File: src/rtl/cpu_sequencer_pkg.sv
// cpu_pkg: shared definitions for the 8-bit core control path.
//   - state_t: sequencer FSM states
//   - opcode constants (ALU range, JMP, JZ, HALT)
//   - instruction word field positions
//   - instruction_type bit encodings, shared with the ALU B-input mux
package cpu_pkg;

  typedef enum logic [2:0] {
    ST_IDLE      = 3'd0,
    ST_FETCH     = 3'd1,
    ST_DECODE    = 3'd2,
    ST_EXECUTE   = 3'd3,
    ST_WRITEBACK = 3'd4,
    ST_HALT      = 3'd5
  } state_t;

  localparam int INSTR_W = 16;

  // Instruction word layout: [15:14] type, [13:10] opcode, [9:8] reserved, [7:0] literal/address
  localparam int TYPE_HI = 15;
  localparam int TYPE_LO = 14;
  localparam int OP_HI   = 13;
  localparam int OP_LO   = 10;
  localparam int RSV_HI  = 9;
  localparam int RSV_LO  = 8;
  localparam int LIT_HI  = 7;
  localparam int LIT_LO  = 0;

  // Opcodes 0000..OP_ALU_LAST are ALU operations and go through WRITEBACK
  localparam logic [3:0] OP_ALU_LAST = 4'b0111;
  localparam logic [3:0] OP_JMP      = 4'b1000;
  localparam logic [3:0] OP_JZ       = 4'b1001;
  localparam logic [3:0] OP_HALT     = 4'b1111;

  // instruction_type bit0 selects the B operand source, bit1 selects the destination
  localparam int   TYPE_SRC_BIT  = 0;
  localparam int   TYPE_DST_BIT  = 1;
  localparam logic TYPE_LITERAL  = 1'b0;
  localparam logic TYPE_REGISTER = 1'b1;

  function automatic logic is_alu_op(input logic [3:0] op);
    return op <= OP_ALU_LAST;
  endfunction

endpackage

File: src/rtl/cpu_sequencer_if.sv
// cpu_sequencer_if: instruction-memory fetch bus.
//   imem_req  : fetch request (sequencer -> memory)
//   imem_addr : fetch address (sequencer -> memory)
//   imem_ack  : fetch data valid this cycle (memory -> sequencer)
//   imem_data : 16-bit instruction word (memory -> sequencer)
// master = sequencer side, slave = instruction memory side.
interface cpu_sequencer_if #(
  parameter int WIDTH = 8
);
  logic             imem_req;
  logic [WIDTH-1:0] imem_addr;
  logic             imem_ack;
  logic [15:0]      imem_data;

  modport master (output imem_req, imem_addr, input imem_ack, imem_data);
  modport slave  (input imem_req, imem_addr, output imem_ack, imem_data);
endinterface

File: src/rtl/cpu_sequencer_program_counter.sv
// program_counter: the core's PC register.
//   clk, reset_n : clock and asynchronous active-low reset (PC -> RESET_PC)
//   load         : load load_value (takes priority over inc)
//   inc          : advance by one, wrapping 8'hFF -> 8'h00
//   load_value   : jump target
//   pc           : current program counter
module program_counter #(
  parameter int               WIDTH    = 8,
  parameter logic [WIDTH-1:0] RESET_PC = '0
) (
  input  logic             clk,
  input  logic             reset_n,
  input  logic             load,
  input  logic             inc,
  input  logic [WIDTH-1:0] load_value,
  output logic [WIDTH-1:0] pc
);

  logic [WIDTH-1:0] pc_reg;

  always_ff @(posedge clk or negedge reset_n) begin
    if (!reset_n) begin
      pc_reg <= RESET_PC;
    end else if (load) begin
      pc_reg <= load_value;
    end else if (inc) begin
      pc_reg <= pc_reg + WIDTH'(1);  // natural modulo-2^WIDTH wrap
    end
  end

  assign pc = pc_reg;

endmodule

File: src/rtl/cpu_sequencer.sv
// cpu_sequencer: multi-cycle FETCH/DECODE/EXECUTE/WRITEBACK control sequencer.
//   clk, reset_n       : clock, asynchronous active-low reset
//   run                : permission to start the next fetch
//   imem               : fetch bus (master side)
//   alu_zero           : ALU zero flag, consulted by JZ in EXECUTE
//   instruction_type   : IR[15:14] to ALU B mux / destination select
//   literal_or_address : IR[7:0]
//   alu_op             : IR[13:10]
//   rf_we, w_we        : one-cycle write strobes, WRITEBACK only
//   halted             : core stopped by HALT until reset
// All outputs come from state_reg, ir_reg or the PC, never from imem_ack.
module cpu_sequencer
  import cpu_pkg::*;
#(
  parameter logic [7:0] RESET_PC = 8'h00,
  parameter int         WIDTH    = 8
) (
  input  logic                clk,
  input  logic                reset_n,
  input  logic                run,
  cpu_sequencer_if.master     imem,
  input  logic                alu_zero,
  output logic [1:0]          instruction_type,
  output logic [WIDTH-1:0]    literal_or_address,
  output logic [3:0]          alu_op,
  output logic                rf_we,
  output logic                w_we,
  output logic                halted
);

  state_t               state_reg;
  state_t               state_next;
  logic [INSTR_W-1:0]   ir_reg;
  logic [WIDTH-1:0]     pc;
  logic [3:0]           ir_op;
  logic                 fetch_done;
  logic                 pc_load;
  logic                 imem_req_d;
  logic                 unused_rsvd;

  assign ir_op       = ir_reg[OP_HI:OP_LO];
  assign unused_rsvd = ^ir_reg[RSV_HI:RSV_LO];

  // An ack counts only while a request is actually outstanding
  assign fetch_done = (state_reg == ST_FETCH) && imem.imem_ack;
  assign pc_load    = (state_reg == ST_EXECUTE) &&
                      ((ir_op == OP_JMP) || ((ir_op == OP_JZ) && alu_zero));

  program_counter #(
    .WIDTH    (WIDTH),
    .RESET_PC (RESET_PC)
  ) u_pc (
    .clk        (clk),
    .reset_n    (reset_n),
    .load       (pc_load),
    .inc        (fetch_done),
    .load_value (ir_reg[LIT_HI:LIT_LO]),
    .pc         (pc)
  );

  // State register
  always_ff @(posedge clk or negedge reset_n) begin
    if (!reset_n) begin
      state_reg <= ST_IDLE;
    end else begin
      state_reg <= state_next;
    end
  end

  // Instruction register
  always_ff @(posedge clk or negedge reset_n) begin
    if (!reset_n) begin
      ir_reg <= '0;
    end else if (fetch_done) begin
      ir_reg <= imem.imem_data;
    end
  end

  // Next-state logic
  always_comb begin
    state_next = state_reg;
    case (state_reg)
      ST_IDLE:      if (run) state_next = ST_FETCH;
      ST_FETCH:     if (imem.imem_ack) state_next = ST_DECODE;
      ST_DECODE:    state_next = ST_EXECUTE;
      ST_EXECUTE: begin
        if (is_alu_op(ir_op))      state_next = ST_WRITEBACK;
        else if (ir_op == OP_HALT) state_next = ST_HALT;
        else                       state_next = ST_IDLE;  // JMP, JZ, NOP range
      end
      ST_WRITEBACK: state_next = ST_IDLE;
      ST_HALT:      state_next = ST_HALT;
      default:      state_next = ST_IDLE;
    endcase
  end

  // Output decode
  always_comb begin
    imem_req_d = 1'b0;
    rf_we      = 1'b0;
    w_we       = 1'b0;
    halted     = 1'b0;
    case (state_reg)
      ST_FETCH: imem_req_d = 1'b1;
      ST_WRITEBACK: begin
        if (ir_reg[TYPE_LO + TYPE_DST_BIT] == TYPE_REGISTER) rf_we = 1'b1;
        else                                                 w_we  = 1'b1;
      end
      ST_HALT:  halted = 1'b1;
      default: ;
    endcase
  end

  assign imem.imem_req   = imem_req_d;
  assign imem.imem_addr  = pc;

  // IR fields hold the last fetched instruction; IR is zero out of reset
  assign instruction_type   = ir_reg[TYPE_HI:TYPE_LO];
  assign literal_or_address = ir_reg[LIT_HI:LIT_LO];
  assign alu_op             = ir_op;

endmodule

File: src/flat_wrapper.sv
// flat-port wrapper written by rule: the top's interface ports become plain ports
module cpu_sequencer_flat import cpu_pkg::*;
#(
  parameter logic [7:0] RESET_PC = 8'h00,
  parameter int         WIDTH    = 8
)
  (clk, reset_n, run, alu_zero, instruction_type, literal_or_address, alu_op, rf_we, w_we, halted, imem_imem_req, imem_imem_addr, imem_imem_ack, imem_imem_data);
  cpu_sequencer_if #(.WIDTH(WIDTH)) imem_i ();
  input  logic clk;
  input  logic reset_n;
  input  logic run;
  input  logic alu_zero;
  output logic [1:0] instruction_type;
  output logic [WIDTH-1:0] literal_or_address;
  output logic [3:0] alu_op;
  output logic rf_we;
  output logic w_we;
  output logic halted;
  output wire logic [$bits(imem_i.imem_req)-1:0] imem_imem_req;
  output wire logic [$bits(imem_i.imem_addr)-1:0] imem_imem_addr;
  input wire logic [$bits(imem_i.imem_ack)-1:0] imem_imem_ack;
  input wire logic [$bits(imem_i.imem_data)-1:0] imem_imem_data;
  assign imem_imem_req = imem_i.imem_req;
  assign imem_imem_addr = imem_i.imem_addr;
  assign imem_i.imem_ack = imem_imem_ack;
  assign imem_i.imem_data = imem_imem_data;
  cpu_sequencer #(.RESET_PC(RESET_PC), .WIDTH(WIDTH)) u_core (.clk(clk), .reset_n(reset_n), .run(run), .imem(imem_i), .alu_zero(alu_zero), .instruction_type(instruction_type), .literal_or_address(literal_or_address), .alu_op(alu_op), .rf_we(rf_we), .w_we(w_we), .halted(halted));
endmodule
File: config.mk
export PLATFORM = sky130hd
export DESIGN_NAME = cpu_sequencer_flat
export DESIGN_NICKNAME = d
export VERILOG_FILES = /design/src/rtl/cpu_sequencer_pkg.sv /design/src/rtl/cpu_sequencer_if.sv /design/src/rtl/cpu_sequencer_program_counter.sv /design/src/rtl/cpu_sequencer.sv /design/src/flat_wrapper.sv
export SDC_FILE = /design/constraint.sdc
export NUM_CORES = 1
export LEC_CHECK = 0
export CAP_MARGIN = 20
export CELL_PAD_IN_SITES_DETAIL_PLACEMENT = 1
export CELL_PAD_IN_SITES_GLOBAL_PLACEMENT = 1
export CORE_ASPECT_RATIO = 1.5
export CORE_UTILIZATION = 37
export CTS_BUF_LIST = sky130_fd_sc_hd__clkbuf_4 sky130_fd_sc_hd__clkbuf_8
export CTS_CLUSTER_DIAMETER = 100
export DETAILED_ROUTE_END_ITERATION = 12
export GPL_ROUTABILITY_DRIVEN = 1
export PLACE_DENSITY = 0.95
export SLEW_MARGIN = 20
export SYNTH_ARGS = -nofsm -noshare
export SYNTH_HDL_FRONTEND = slang
export SYNTH_SLANG_ARGS = --single-unit
File: constraint.sdc
create_clock -name clk -period 3.5 [get_ports clk]
set_input_delay 0.7 -clock clk [delete_from_list [all_inputs] [get_ports clk]]
set_output_delay 0.7 -clock clk [all_outputs]
set_load 0.05 [all_outputs]
-- Yosys cells after proc, flatten, opt, wreduce, memory -nomap -nowiden
Cells that the tools add are included.
- register bits: 27
- bits in latches: 0
- RAM bits: 0
- ROM bits: 0
- bits of input ports: 21
- output and inout port bits: 26
- word-level logic and storage cells: 35
- memories kept: 0
- add/sub/neg operators: 1
- multipliers: 0
- div/mod/pow operators: 0
- magnitude comparators: 1
- equality and inequality tests: 10
- shift-type cells: 0
- mux-type cells: 13
- bitwise operators: 0
- reductions and logical operators: 7
- operators with widths (cell ; number):
    8-bit 2-to-1 mux ; 2
    3-bit case mux with 5 select lines ; 1
    4-bit equality test (second input constant) ; 3
    3-bit 2-to-1 mux ; 4
    8-bit by 1-bit adder with 8-bit output (second input constant) ; 1
    3-bit by 2-bit equality test with 1-bit output (second input constant) ; 2
    3-bit equality test (second input constant) ; 2
    1-bit 2-to-1 mux ; 6
    4-bit by 3-bit <= comparator with 1-bit output (second input constant) ; 1
    2-bit inequality test (second input constant) ; 2
    3-bit by 1-bit equality test with 1-bit output (second input constant) ; 1
    1-bit logical AND ; 3
    3-bit zero test ; 1
    2-bit AND reduction ; 1
    2-bit nonzero test ; 1
    1-bit logical OR ; 1

-- Depth between registers and ports, before layout
Gate-level depths: netlist of run 1.
- depth after elaboration: 5
- mapped depth: 7
- depth with buffers taken out: 4

-- Modules after synthesis
Synthesis of run 1 repeated with hierarchy kept, for this count alone.
- cells, all modules: 105
- area, all modules: 1243.7 um^2
- by module, submodules not included (module ; instances ; cells an instance ; area an instance (um^2) ; seq. area each (um^2)):
    cpu_sequencer ; 1 ; 56 ; 793.3 ; 425.4
    program_counter ; 1 ; 49 ; 450.4 ; 200.2

-- Least setup slack after synthesis of run 1
Ideal clock, no wire load.
- path type: register to output
- start: register u_core.state_reg[1]
- end: output port w_we
- data arrival time: 1.831 ns
- setup slack: 0.969 ns
- cell stages (with the launch flop): 4
- cells stage by stage: dfrtp_1 -> buf_2 -> nor2b_1 -> nor3b_1
- cells in the longest elaborated chain, start to end: 2
- ends and longest elaborated chain (element ; RTL line ; text):
    from (decl) ; cpu_sequencer.sv:31 ; state_t state_reg;
    from (signal assigned) ; cpu_sequencer.sv:66 ; state_reg <= state_next;
    3-bit equality test ; cpu_sequencer.sv:103 ; case (state_reg)
    1-bit 2-to-1 mux ; cpu_sequencer.sv:103 ;
    to (decl) ; flat_wrapper.sv:17 ; output logic w_we;
Every way passes these cells.

-- Final worst setup path of run 1
- start: register u_core.state_reg[2]
- end: output port w_we
Same word-level chain as after synthesis.

==> flow_summary_export.csv, run 1 <==
group,metric,value,unit
logic_synthesis,netlist_area,1230,µm²
drt,ant_nets,0,
critical_path,r2r-end,"u_core.u_pc.pc[0]",
pwr,ir_drop,642,µV
logic_synthesis,synth_top_cell_area_share,50.7,%
finish,nFillCells,340,
die,rows,25,
global_routing,grt_max_degree,26,
logic_synthesis,synth-simple-area-share,15.7,%
critical_path,crit_chain,"nor2b_1, nor3b_1, clkdlybuf4s50_1",
logic_synthesis,synth_cells,102,
drt,via_per_inst,5.33,
clock_network,clkLatencyLatePin,280,ps
die,die_h,72.8,µm
drt,drt-wirelength-per-cell,18.0,µm
logic_synthesis,synth_warnings,0,
critical_path,endpoint_kind,"primary output",
drt,routed_wl,3.34,mm
finish,largest_reg_flops,14,
worst_hold_path,holdPathStages,1,
sta,min_period,2830,ps
drt,first_pass_iters,4,
sta,tightest_slew,763,ps
clock_network,cts_buffer_depth,2,
sta,finalClockSkew,1.26,ps
sta,rsz0062_at_grt,"false",
finish,insertedDiodeCount,0,
critical_path,path_buf_inv,1,
logic_synthesis,synth.mux.area_fraction,16.1,%
place,routabilityCongestion,0.734,
critical_path,slowest_delay,840,ps
clock_network,cts_tree,"built",
logic_synthesis,synth.area.top_cells,"dfrtp_1 51%, mux2_2 14%, a221o_1 3.2%",
sta,setup_tns,0,ps
finish,fin_area,1750,µm²
status,status,"completed",
logic_synthesis,synth_common_cells,"25 x dfrtp_1, 15 x mux2_2, 7 x nand2_1, 7 x nor2_1, 5 x buf_2",
clock_network,cts_root_buffer,"clkbuf_8",
place,io_buffers,44,
logic_synthesis,synthAdderAreaFrac,1.01,%
logic_synthesis,synth_nets,124,
pwr,power,1970,µW
die,dieArea,3580,µm²
die,core,3160,µm²
drt,vias,986,
worst_hold_path,hold_path_startpoint,"u_core.ir_reg[14]",
run,drv_cap,0,
critical_path,cp-start-kind,"flip-flop",
logic_synthesis,ys_seq_area_share,50.7,%
finish,drive_gt1_share,15.9,%
global_routing,globalRouteMet1Util,22.6,%
logic_synthesis,synth-xor-area-share,2.13,%
logic_synthesis,synth_edf_count,0,
die,start_util,39.1,%
logic_synthesis,synth.most_common_cell,"dfrtp_1",
global_routing,antenna_found_initial,0,
place,hpwl,2.47,mm
logic_synthesis,synth_compound_area_share,10.5,%
critical_path,critPathSlowestCell,"clkdlybuf4s50_1",
die,die_w,49.2,µm
logic_synthesis,syn_avg_cell_area,12.1,µm²
sta,relSlewSlack,49.2,%
sta,hold_violations,0,
finish,final_nets,168,
pwr,power_leakage,0.000730,µW
finish,stdcell_count,185,
place,place_area,1700,µm²
worst_hold_path,hold_path_class,"flip-flop to flip-flop",
global_routing,gr-usage-met3,2.08,%
critical_path,crit_path_max_fanout,10,
critical_path,crit_required,2800,ps
global_routing,use_met2,40.6,%
logic_synthesis,synth_cell_type_count,28,
drt,drc_errors,0,
clock_network,ctsResizeCount,0,
critical_path,rrSetupSlack,1360,ps
pwr,power_density,1130,nW/µm²
logic_synthesis,synth_top_family_by_area,"multiplexers",
clock_network,cts_setup_buffers,0,
critical_path,r2r_start,"u_core.state_reg[0]",
critical_path,path_delay_family,"buffers and inverters",
global_routing,top_usage_layer,"met2",
global_routing,grt_pass1_vias,1137,
logic_synthesis,yosysTopAreaCell,"dfrtp_1",
logic_synthesis,ys_ff_latch,25,
critical_path,worst-setup-path-type,"flip-flop to primary output",
critical_path,cp.arrival,2130,ps
sta,min_period_over_period,80.9,%
global_routing,overflow,0,
clock_network,clk_pin_slew_worst_paths,80,ps
logic_synthesis,ys.flop_type,"dfrtp_1",
clock_network,hold_buffers,0,
global_routing,grt_pass1_wl,5.56,mm
global_routing,grt_usage,20.8,%
finish,finish.utilization,55.2,%
critical_path,ff2ff_path_depth,4,
sta,fmax,353,MHz
drt,drtIter0Drc,8,
logic_synthesis,synth-async-reset-ratio,100,%
clock_network,cts_num_sinks,25,
worst_hold_path,whs_endpoint,"u_core.ir_reg[14]",
place,dp_cells,181,
finish,area_growth,41.3,%
die,ios,47,
sta,setup_violations,0,
clock_network,cts_buffers,3,
sta,final_max_slew_viol_count,0,
clock_network,htreeDepth,1,
logic make-up after synthesis:
family,after synthesis
flip-flops,25
buffers and inverters,8
adder cells (fa/ha/maj),1
multiplexers,18
XOR/XNOR,3
AO/OA/AOI/OAI,15
AND/OR/NAND/NOR,32
worst register-to-register path: stages (launching register included):
cell       delay, ps
dfrtp_1          570
nand4b_4         170
a2111oi_4        750
nor2_1           190
a221o_1          350
layout make-up:
type,count,area [µm²],area share (%)
clock buffers,4,48.8,2.80
well taps,40,50.0,2.87
flip-flops and latches,25,626,35.8
inverters,1,3.75,0.215
multi-input cells,69,562,32.2
repair buffers,46,455,26.1
worst max path at each step:
stage | start | to | slack (ps) | depth (start not counted)
3_3_place_gp | alu_zero | u_core.u_pc.pc[7] | 960 | 5
4_1_cts | u_core.state_reg[2] | w_we | 650 | 3
3_5_place_dp | alu_zero | u_core.u_pc.pc[0] | 880 | 5
2_1_floorplan | u_core.state_reg[1] | w_we | 970 | 3
5_1_grt | u_core.state_reg[2] | w_we | 600 | 3
6_report | u_core.state_reg[2] | w_we | 670 | 3
where the power goes:
group	switching [µW]	leakage [µW]	internal [µW]
registers	192	0.000306	431
logic	717	0.000399	450
clock network	94.4	0.0000262	89.5
per-layer routing:
layer / share of wire (%) / wire [µm] / up-vias
met4: 1.8 / 60 / 0
met5: 0 / 0 / -
met1: 38 / 1260 / 493
met3: 3.6 / 120 / 5
met2: 57 / 1890 / 31
li1: - / - / 457
layout by cell type, fill, tap and decap left out, types with 4 or more instances in the layout:
cell,count
nand2_1,7
mux2_2,15
o21ai_0,4
nor2_1,7
a221o_1,4
clkdlybuf4s50_1,44
dfrtp_1,25
metrics by stage:
stage	setup WS, ps	hold WS, ps
CTS	652	528
global placement	956	488
detailed placement	875	503
floorplan	969	404
finish	669	523
global route	600	554
(Power assumes the default switching activity.)
==> run 2, diff against run 1 <==
--- a/config.mk
+++ b/config.mk
@@ -9,12 +9,12 @@
 export CELL_PAD_IN_SITES_DETAIL_PLACEMENT = 1
 export CELL_PAD_IN_SITES_GLOBAL_PLACEMENT = 1
 export CORE_ASPECT_RATIO = 1.5
-export CORE_UTILIZATION = 37
+export CORE_UTILIZATION = 34
 export CTS_BUF_LIST = sky130_fd_sc_hd__clkbuf_4 sky130_fd_sc_hd__clkbuf_8
 export CTS_CLUSTER_DIAMETER = 100
 export DETAILED_ROUTE_END_ITERATION = 12
 export GPL_ROUTABILITY_DRIVEN = 1
-export PLACE_DENSITY = 0.95
+export PLACE_DENSITY = 0.9
 export SLEW_MARGIN = 20
 export SYNTH_ARGS = -nofsm -noshare
 export SYNTH_HDL_FRONTEND = slang
==> constraint.sdc (replaced) <==
create_clock -name clk -period 2.8 [get_ports clk]
set_input_delay 0.56 -clock clk [delete_from_list [all_inputs] [get_ports clk]]
set_output_delay 0.56 -clock clk [all_outputs]
set_load 0.05 [all_outputs]
==> run 2 against run 1 <==
Non-clock buffer count is 2 higher. Sequential power is 24% higher. Setup slack worse by 510 ps. Combinational power is 25% higher. Sequential share of layout area is 0.36 points lower. Final area is 1.0% higher. Hold slack worse by 8.1 ps. Largest power group unchanged. Highest routed layer unchanged.
==> flow_summary_export.csv, run 2 (synthesis results as in run 1) <==
group,metric,value,unit
sta,tightest_slew,577,ps
sta,min_period_over_period,94.3,%
critical_path,worst-setup-path-type,"flip-flop to primary output",
finish,final_nets,170,
clock_network,cts_buffer_depth,2,
finish,mostFrequentLayoutCell,"clkdlybuf4s50_1",
die,core,3450,µm²
clock_network,cts_setup_buffers,0,
drt,wl_met3,159,µm
critical_path,cp-startpoint,"u_core.state_reg[2]",
critical_path,critPathSlowestCell,"clkdlybuf4s50_1",
critical_path,crit_path_max_fanout,10,
finish,drive_gt1_share,17.0,%
global_routing,overflow,0,
place,hpwl,2.41,mm
finish,largest_reg_flops,14,
clock_network,clk_pin_slew_worst_paths,80,ps
critical_path,crit_chain,"nor2b_1, nor3b_1, clkdlybuf4s50_1",
worst_hold_path,hold_path_startpoint,"u_core.ir_reg[14]",
sta,setup_violations,0,
drt,vias,995,
critical_path,r2r-end,"u_core.u_pc.pc[7]",
sta,fin_hold_ws,515,ps
worst_hold_path,whs_endpoint,"u_core.ir_reg[14]",
sta,hold_violations,0,
drt,ant_nets,0,
clock_network,hold_buffers,0,
drt,drt-wirelength-per-cell,16.7,µm
clock_network,cts_tree,"built",
place,pre_cts_ws,439,ps
drt,highest_layer,"met4",
pwr,power_leakage,0.000741,µW
clock_network,ctsResizeCount,0,
sta,rsz0062_at_grt,"false",
critical_path,crit_required,2240,ps
drt,routed_wl,3.17,mm
worst_hold_path,holdPathStages,1,
global_routing,grt_usage,18.2,%
finish,area_growth,42.8,%
drt,via_per_inst,5.26,
status,status,"completed",
die,start_util,35.8,%
sta,finalClockSkew,5.55,ps
place,io_buffers,44,
die,rows,26,
global_routing,grt_pass1_wl,5.17,mm
clock_network,cts_root_buffer,"clkbuf_8",
sta,fmax,379,MHz
sta,setup_tns,0,ps
worst_hold_path,hold_path_class,"flip-flop to flip-flop",
critical_path,cp-start-kind,"flip-flop",
clock_network,cts_buffers,3,
global_routing,grt_max_degree,26,
clock_network,cts_num_sinks,25,
sta,final_max_slew_viol_count,0,
finish,insertedDiodeCount,0,
sta,fin_ws,160,ps
die,die_w,51.2,µm
critical_path,cp.arrival,2080,ps
global_routing,grt_pass1_vias,1065,
drt,drtIter0Drc,9,
pwr,power_density,1390,nW/µm²
finish,final_cell_mix,"44 x clkdlybuf4s50_1, 25 x dfrtp_1, 15 x mux2_2",
global_routing,antenna_found_initial,0,
critical_path,r2r_start,"u_core.state_reg[0]",
drt,drc_errors,0,
run,drv_cap,0,
critical_path,endpoint_kind,"primary output",
finish,stdcell_count,189,
die,dieArea,3880,µm²
sta,relSlewSlack,61.6,%
die,die_h,75.8,µm
clock_network,clkLatencyLatePin,270,ps
critical_path,slowest_delay,840,ps
critical_path,ff2ff_path_depth,4,
clock_network,htreeDepth,1,
drt,first_pass_iters,3,
drt,wl_met2,1.81,mm
drt,drt-met1-wl,1.15,mm
sta,min_period,2640,ps
critical_path,rrSetupSlack,820,ps
pwr,ir_drop,762,µV
place,dp_cells,185,
place,routabilityCongestion,0.800,
die,ios,47,
run 2: changes by cell type in the layout (fill, tap and decap cells not counted), sizes merged:
cell  previous run  this run
buf              2         4
run 2: worst max-delay path by stage:
stage / end / depth (start not counted)
2_1_floorplan: w_we / 3
3_3_place_gp: w_we / 3
3_5_place_dp: w_we / 3
4_1_cts: w_we / 3
5_1_grt: w_we / 3
6_report: w_we / 3
run 2: through the flow:
| step | utilization, % | total power (µW) | cell area (µm²) |
|---|---|---|---|
| after floorplan | - | 1740 | 1230 |
| after global placement | 49.7 | 2180 | 1710 |
| after detailed placement | 49.7 | 2240 | 1710 |
| after CTS | 51.1 | 2480 | 1760 |
| after global routing | 51.1 | 2570 | 1760 |
| final | 51.1 | 2450 | 1760 |
run 2: power breakdown:
part	switching [µW]	leakage [µW]	internal [µW]
sequential	234	0.000306	539
combinational	888	0.000409	570
clock	107	0.0000262	111
run 2: area by class of cell:
class	instances	area (µm²)
sequential	25	626
timing repair buffer	48	470
tap	42	52.6
fill	391	1690
clock buffer	4	48.8
multi-input combinational	69	562
inverter	1	3.75
run 2: worst max-delay path, delay by kind of cell, from the launching register on:
| kind | cells | cell delay (ps) |
|---|---|---|
| and+or+nand+nor | 2 | 460 |
| DFF | 1 | 510 |
| buffers and inverters | 1 | 840 |
run 2: per-layer routing:
layer  GRT usage [%]  vias up
li1                -      456
met1            20.0      500
met2            34.6       34
met3            3.39        5
met4            6.31        0
met5               0        -
==> run 3, diff against run 2 <==
--- a/config.mk
+++ b/config.mk
@@ -5,7 +5,6 @@
 export SDC_FILE = /design/constraint.sdc
 export NUM_CORES = 1
 export LEC_CHECK = 0
-export CAP_MARGIN = 20
 export CELL_PAD_IN_SITES_DETAIL_PLACEMENT = 1
 export CELL_PAD_IN_SITES_GLOBAL_PLACEMENT = 1
 export CORE_ASPECT_RATIO = 1.5
==> results of run 3 <==
Same layout as run 2: the final DEF is identical, and so are final timing and power.
==> variant 1 (settings of run 3) <==
The 6 states of `state_t` get a Gray code encoding in 3 bits.
--- a/src/rtl/cpu_sequencer_pkg.sv
+++ b/src/rtl/cpu_sequencer_pkg.sv
@@ -8,8 +8,8 @@
   typedef enum logic [2:0] {
-    ST_IDLE      = 3'd0,
-    ST_FETCH     = 3'd1,
-    ST_DECODE    = 3'd2,
-    ST_EXECUTE   = 3'd3,
-    ST_WRITEBACK = 3'd4,
-    ST_HALT      = 3'd5
+    ST_IDLE      = 3'b000,
+    ST_FETCH     = 3'b001,
+    ST_DECODE    = 3'b011,
+    ST_EXECUTE   = 3'b010,
+    ST_WRITEBACK = 3'b110,
+    ST_HALT      = 3'b111
   } state_t;
Formal check against the unedited RTL: no difference found for any inputs over 10 cycles, from zero or initial values and one cycle with reset_n low; not proved beyond that.
==> variant 1 against run 3 <==
  * Sequential cell count did not move
  * Critical endpoint unchanged
  * Routed wire length rose by 9.8%
  * Total power fell by 4.4%
  * Design area fell by 0.28%
  * Non-clock buffer count did not move
  * Area after synthesis fell by 0.10%
  * Die area barely moved
  * Largest cell class unchanged
  * Largest power group unchanged
  * Worst setup slack got worse by 6.1 ps
==> variant 1: results (changes against run 3) <==
yosys:
  synth-compound-area-share: 0.118  # was 0.105
  synth_adder_area_share: 0.0101  # about the same
  syn_nets: 157  # was 124
  synth_mux_area_frac: 0.00811  # was 0.161
  synthTopCellsByArea: "dfrtp_1 51%, nand2_1 16%, and3_1 2.5%"  # was dfrtp_1 51%, mux2_2 14%, a221o_1 3.2%
  synth-xor-area-share: 0.0142  # was 0.0213
  synth_cell_type_count: 38  # was 28
  synthCells: 135  # was 102
route:
  wire_per_inst_um: 15.7  # was 16.7 um
  routed-wl-met2_mm: 1.90  # was 1.81 mm
  wl_met3_um: 119  # was 159 um
  via_per_inst: 5.28  # was 5.26
grt:
  grt_pass1_wl_mm: 5.58  # was 5.17 mm
  use_met3: 0.0279  # was 0.0339
  grtUsageMet1: 0.204  # was 0.200
  grt_usage: 0.202  # was 0.182
power:
  pg_comb_mw: 1.35  # was 1.46 mW
  p_seq_frac: 0.325  # was 0.316
  leakagePower_nw: 0.795  # was 0.741 nW
timing:
  tightest_slew_ps: 516  # was 577 ps
  whs_ps: 506  # was 515 ps
placed_design:
  pre_cts_ws_ps: 482  # was 439 ps
  post_dp_cell_area_sq_um: 1710  # about the same
setup_path:
  reg2reg_slack_ps: 1070  # was 820 ps
  reg2reg_to: "u_core.u_pc.pc[6]$_DFFE_PN0P_"  # was u_core.u_pc.pc[7]$_DFFE_PN0P_
  reg2reg_depth: 5  # was 4
hold_path:
  min_to: "u_core.ir_reg[6]$_DFFE_PN0P_"  # was u_core.ir_reg[14]$_DFFE_PN0P_
  min_path_cells: 2  # was 1
run_status:
  status: "finished clean"  # unchanged
==> variant 1: cell types whose count changed in the layout (fill, tap and decap cells not counted), sizes merged, moves of 3 or more <==
| cell | change |
|---|---|
| nor2 | -3 |
| mux2 | -15 |
| nand2 | +44 |
| and3 | +3 |
==> variant 1: worst register-to-register path: stages (launching register included) <==
cell	delay [ps]
dfrtp_1	520
and4bb_1	390
buf_4	260
nand4_1	140
xor2_1	200
o21ai_1	90
==> variant 1: layout make-up <==
| class | count | area, sq um |
|---|---|---|
| clock buffer | 4 | 48.8 |
| fill | 426 | 1690 |
| inverter | 2 | 7.51 |
| multi-input combinational | 100 | 553 |
| sequential | 25 | 626 |
| tap | 42 | 52.6 |
| timing repair buffer | 48 | 470 |
==> variant 2 (settings of run 3) <==
Made on the original files. Make the reset (`reset_n`) synchronous in 3 clocked blocks. Comments in the files are not updated.
--- a/src/rtl/cpu_sequencer_program_counter.sv
+++ b/src/rtl/cpu_sequencer_program_counter.sv
@@ -20,3 +20,3 @@
 
-  always_ff @(posedge clk or negedge reset_n) begin
+  always_ff @(posedge clk) begin
     if (!reset_n) begin
--- a/src/rtl/cpu_sequencer.sv
+++ b/src/rtl/cpu_sequencer.sv
@@ -61,3 +61,3 @@
   // State register
-  always_ff @(posedge clk or negedge reset_n) begin
+  always_ff @(posedge clk) begin
     if (!reset_n) begin
@@ -70,3 +70,3 @@
   // Instruction register
-  always_ff @(posedge clk or negedge reset_n) begin
+  always_ff @(posedge clk) begin
     if (!reset_n) begin
Check against the original RTL: differs if reset_n is asserted again (counterexample within 4 cycles, from zero or initial values and one cycle with reset_n low); with reset_n held inactive, the same outputs for 10 cycles.
==> variant 2 against run 3 <==
  * Worst hold slack lost 55 ps
  * Design area shrank 0.71%
  * Routed wire length grew 15%
  * Worst setup slack gained 40 ps
  * Sequential cell count is the same
  * Synthesized cell count grew 46%
  * Area after synthesis grew 0.81%
Power is left out: it rests on default switching activity, and per cell area and clock period it moved more than threefold.
==> variant 2: results (changes against run 3) <==
clock_network:
  post-cts-setup-buffers: 0  # unchanged
  clock_latency_ps: 270  # about the same
  path_clk_slew_ps: 90
  cts_root_buf: "clkbuf_8"  # unchanged
  cts_buffer_depth: 2  # unchanged
  cts_made_buffers: 3  # unchanged
  htreeDepth: 1  # unchanged
  cts_resized: 0  # unchanged
final_layout:
  largest_reg_flops: 14  # unchanged
  nets: 213  # was 170
  layout-drive-gt1-share: 0.0632  # was 0.170
  diodes: 0  # unchanged
grt:
  grt_antenna_before_repair: 0  # unchanged
  grt_pass1_wl_mm: 6.05  # was 5.17 mm
  grt_usage: 0.199  # was 0.182
  grt_max_degree: 27  # was 26
  grt_pass1_vias: 1333  # was 1065
route:
  via_per_inst: 5.32  # was 5.26
  drtIter0Drc: 19  # was 9
  wl_met1_mm: 1.46  # was 1.15 mm
  wire_per_inst_um: 15.7  # was 16.7 um
  wl_met3_um: 107  # was 159 um
  routed.top_layer: "met4"  # unchanged
  routed-wl-met2_mm: 2.00  # was 1.81 mm
  ant_nets: 0  # unchanged
  finalWirelength_mm: 3.64  # was 3.17 mm
  firstDrtPassIters: 4  # was 3
setup_path:
  r2r-start: "u_core.state_reg[1]$_SDFFE_PN0P_"  # was u_core.state_reg[0]$_DFFE_PN0P_
  cpPeakStageDelay_ps: 850
  worst-path-max-fanout: 8  # was 10
  reg2reg_to: "u_core.u_pc.pc[1]$_SDFFE_PN0P_"  # was u_core.u_pc.pc[7]$_DFFE_PN0P_
  reg2reg_slack_ps: 1240  # was 820 ps
  reg2reg_depth: 4  # unchanged
  cp.arrival_ps: 2040  # was 2080 ps
  cpMaxStageDelayCell: "clkdlybuf4s50_1"  # unchanged
yosys:
  synth_cell_type_count: 36  # was 28
  ys_seq_area_frac: 0.402  # was 0.507
  synthTopCellsByArea: "dfxtp_1 40%, a21boi_1 12%, nand2_1 11%"  # was dfrtp_1 51%, mux2_2 14%, a221o_1 3.2%
  syn_nets: 171  # was 124
  avgSynthCellArea_sq_um: 8.36  # was 12.1 sq um
  synth.cells.most_frequent: "36 x nand2_1, 25 x dfxtp_1, 20 x a21boi_1"  # was 25 x dfrtp_1, 15 x mux2_2, 7 x nand2_1, 7 x nor2_1, 5 x buf_2
  synth_warnings: 0  # unchanged
  async_flop_share: 0  # was 1.00
placed_design:
  hpwl_mm: 2.73  # was 2.41 mm
  gp_congestion: 0.760  # was 0.800
  dp.cells: 228  # was 185
  port_buffers: 44  # unchanged
hold_path:
  min_path_cells: 2  # was 1
  worstHoldStart: "u_core.ir_reg[14]$_SDFFE_PN0P_"  # was u_core.ir_reg[14]$_DFFE_PN0P_
  min_to: "u_core.ir_reg[14]$_SDFFE_PN0P_"  # was u_core.ir_reg[14]$_DFFE_PN0P_
  hp-class: "flip-flop to flip-flop"  # unchanged
timing:
  whs_ps: 459  # was 515 ps
  tightest_slew_ps: 805  # was 577 ps
  finalClockSkew_ps: 5.26  # was 5.55 ps
run_status:
  status: "finished clean"  # unchanged
-- variant 2: logic make-up (layout without fill, tap and decap cells) --
logic type | after synthesis | count (layout) | synth area share
AND/OR/NAND/NOR | 68 | 68 | 0.269
buffers and inverters | 12 | 53 | 0.0623
adder cells (fa/ha/maj) | 1 | 1 | 0.0100
AO/OA/AOI/OAI | 43 | 43 | 0.256
flip-flops | 25 | 25 | 0.402
-- variant 2: worst max path at each step --
stage / startpoint / to / slack [ps] / cells after the start
2_1_floorplan: u_core.ir_reg[15]$_SDFFE_PN0P_ / w_we / 160 / 1
3_3_place_gp: u_core.state_reg[2]$_SDFFE_PN0P_ / w_we / 530 / 3
3_5_place_dp: u_core.state_reg[2]$_SDFFE_PN0P_ / w_we / 470 / 3
4_1_cts: u_core.state_reg[2]$_SDFFE_PN0P_ / w_we / 160 / 3
5_1_grt: u_core.state_reg[2]$_SDFFE_PN0P_ / w_we / 70 / 3
6_report: u_core.state_reg[2]$_SDFFE_PN0P_ / w_we / 200 / 3
-- variant 2: cell type report --
class	instances	area, sq um
clock buffers	4	48.8
fillers	425	1700
inverters	3	11.3
multi-input cells	112	682
flip-flops and latches	25	500
well taps	42	52.6
repair buffers	46	455
-- variant 2: worst max-delay path, delay by kind of cell, from the launching register on --
family / cells / cell delay (ps)
buffers and inverters: 2 / 990
flip-flops: 1 / 510
AND/OR/NAND/NOR: 1 / 270
-- variant 2: metrics by stage --
step	worst slack, ps	instance area, sq um
floorplan	157	1250
global placement	530	1700
detailed placement	466	1700
CTS	161	1750
global route	74.9	1750
finish	200	1750
-- variant 2: per-layer routing --
metal / GRT usage / vias to the layer above
li1: - / 601
met1: 0.216 / 587
met2: 0.366 / 38
met3: 0.0240 / 8
met4: 0.0865 / 0
met5: 0 / -
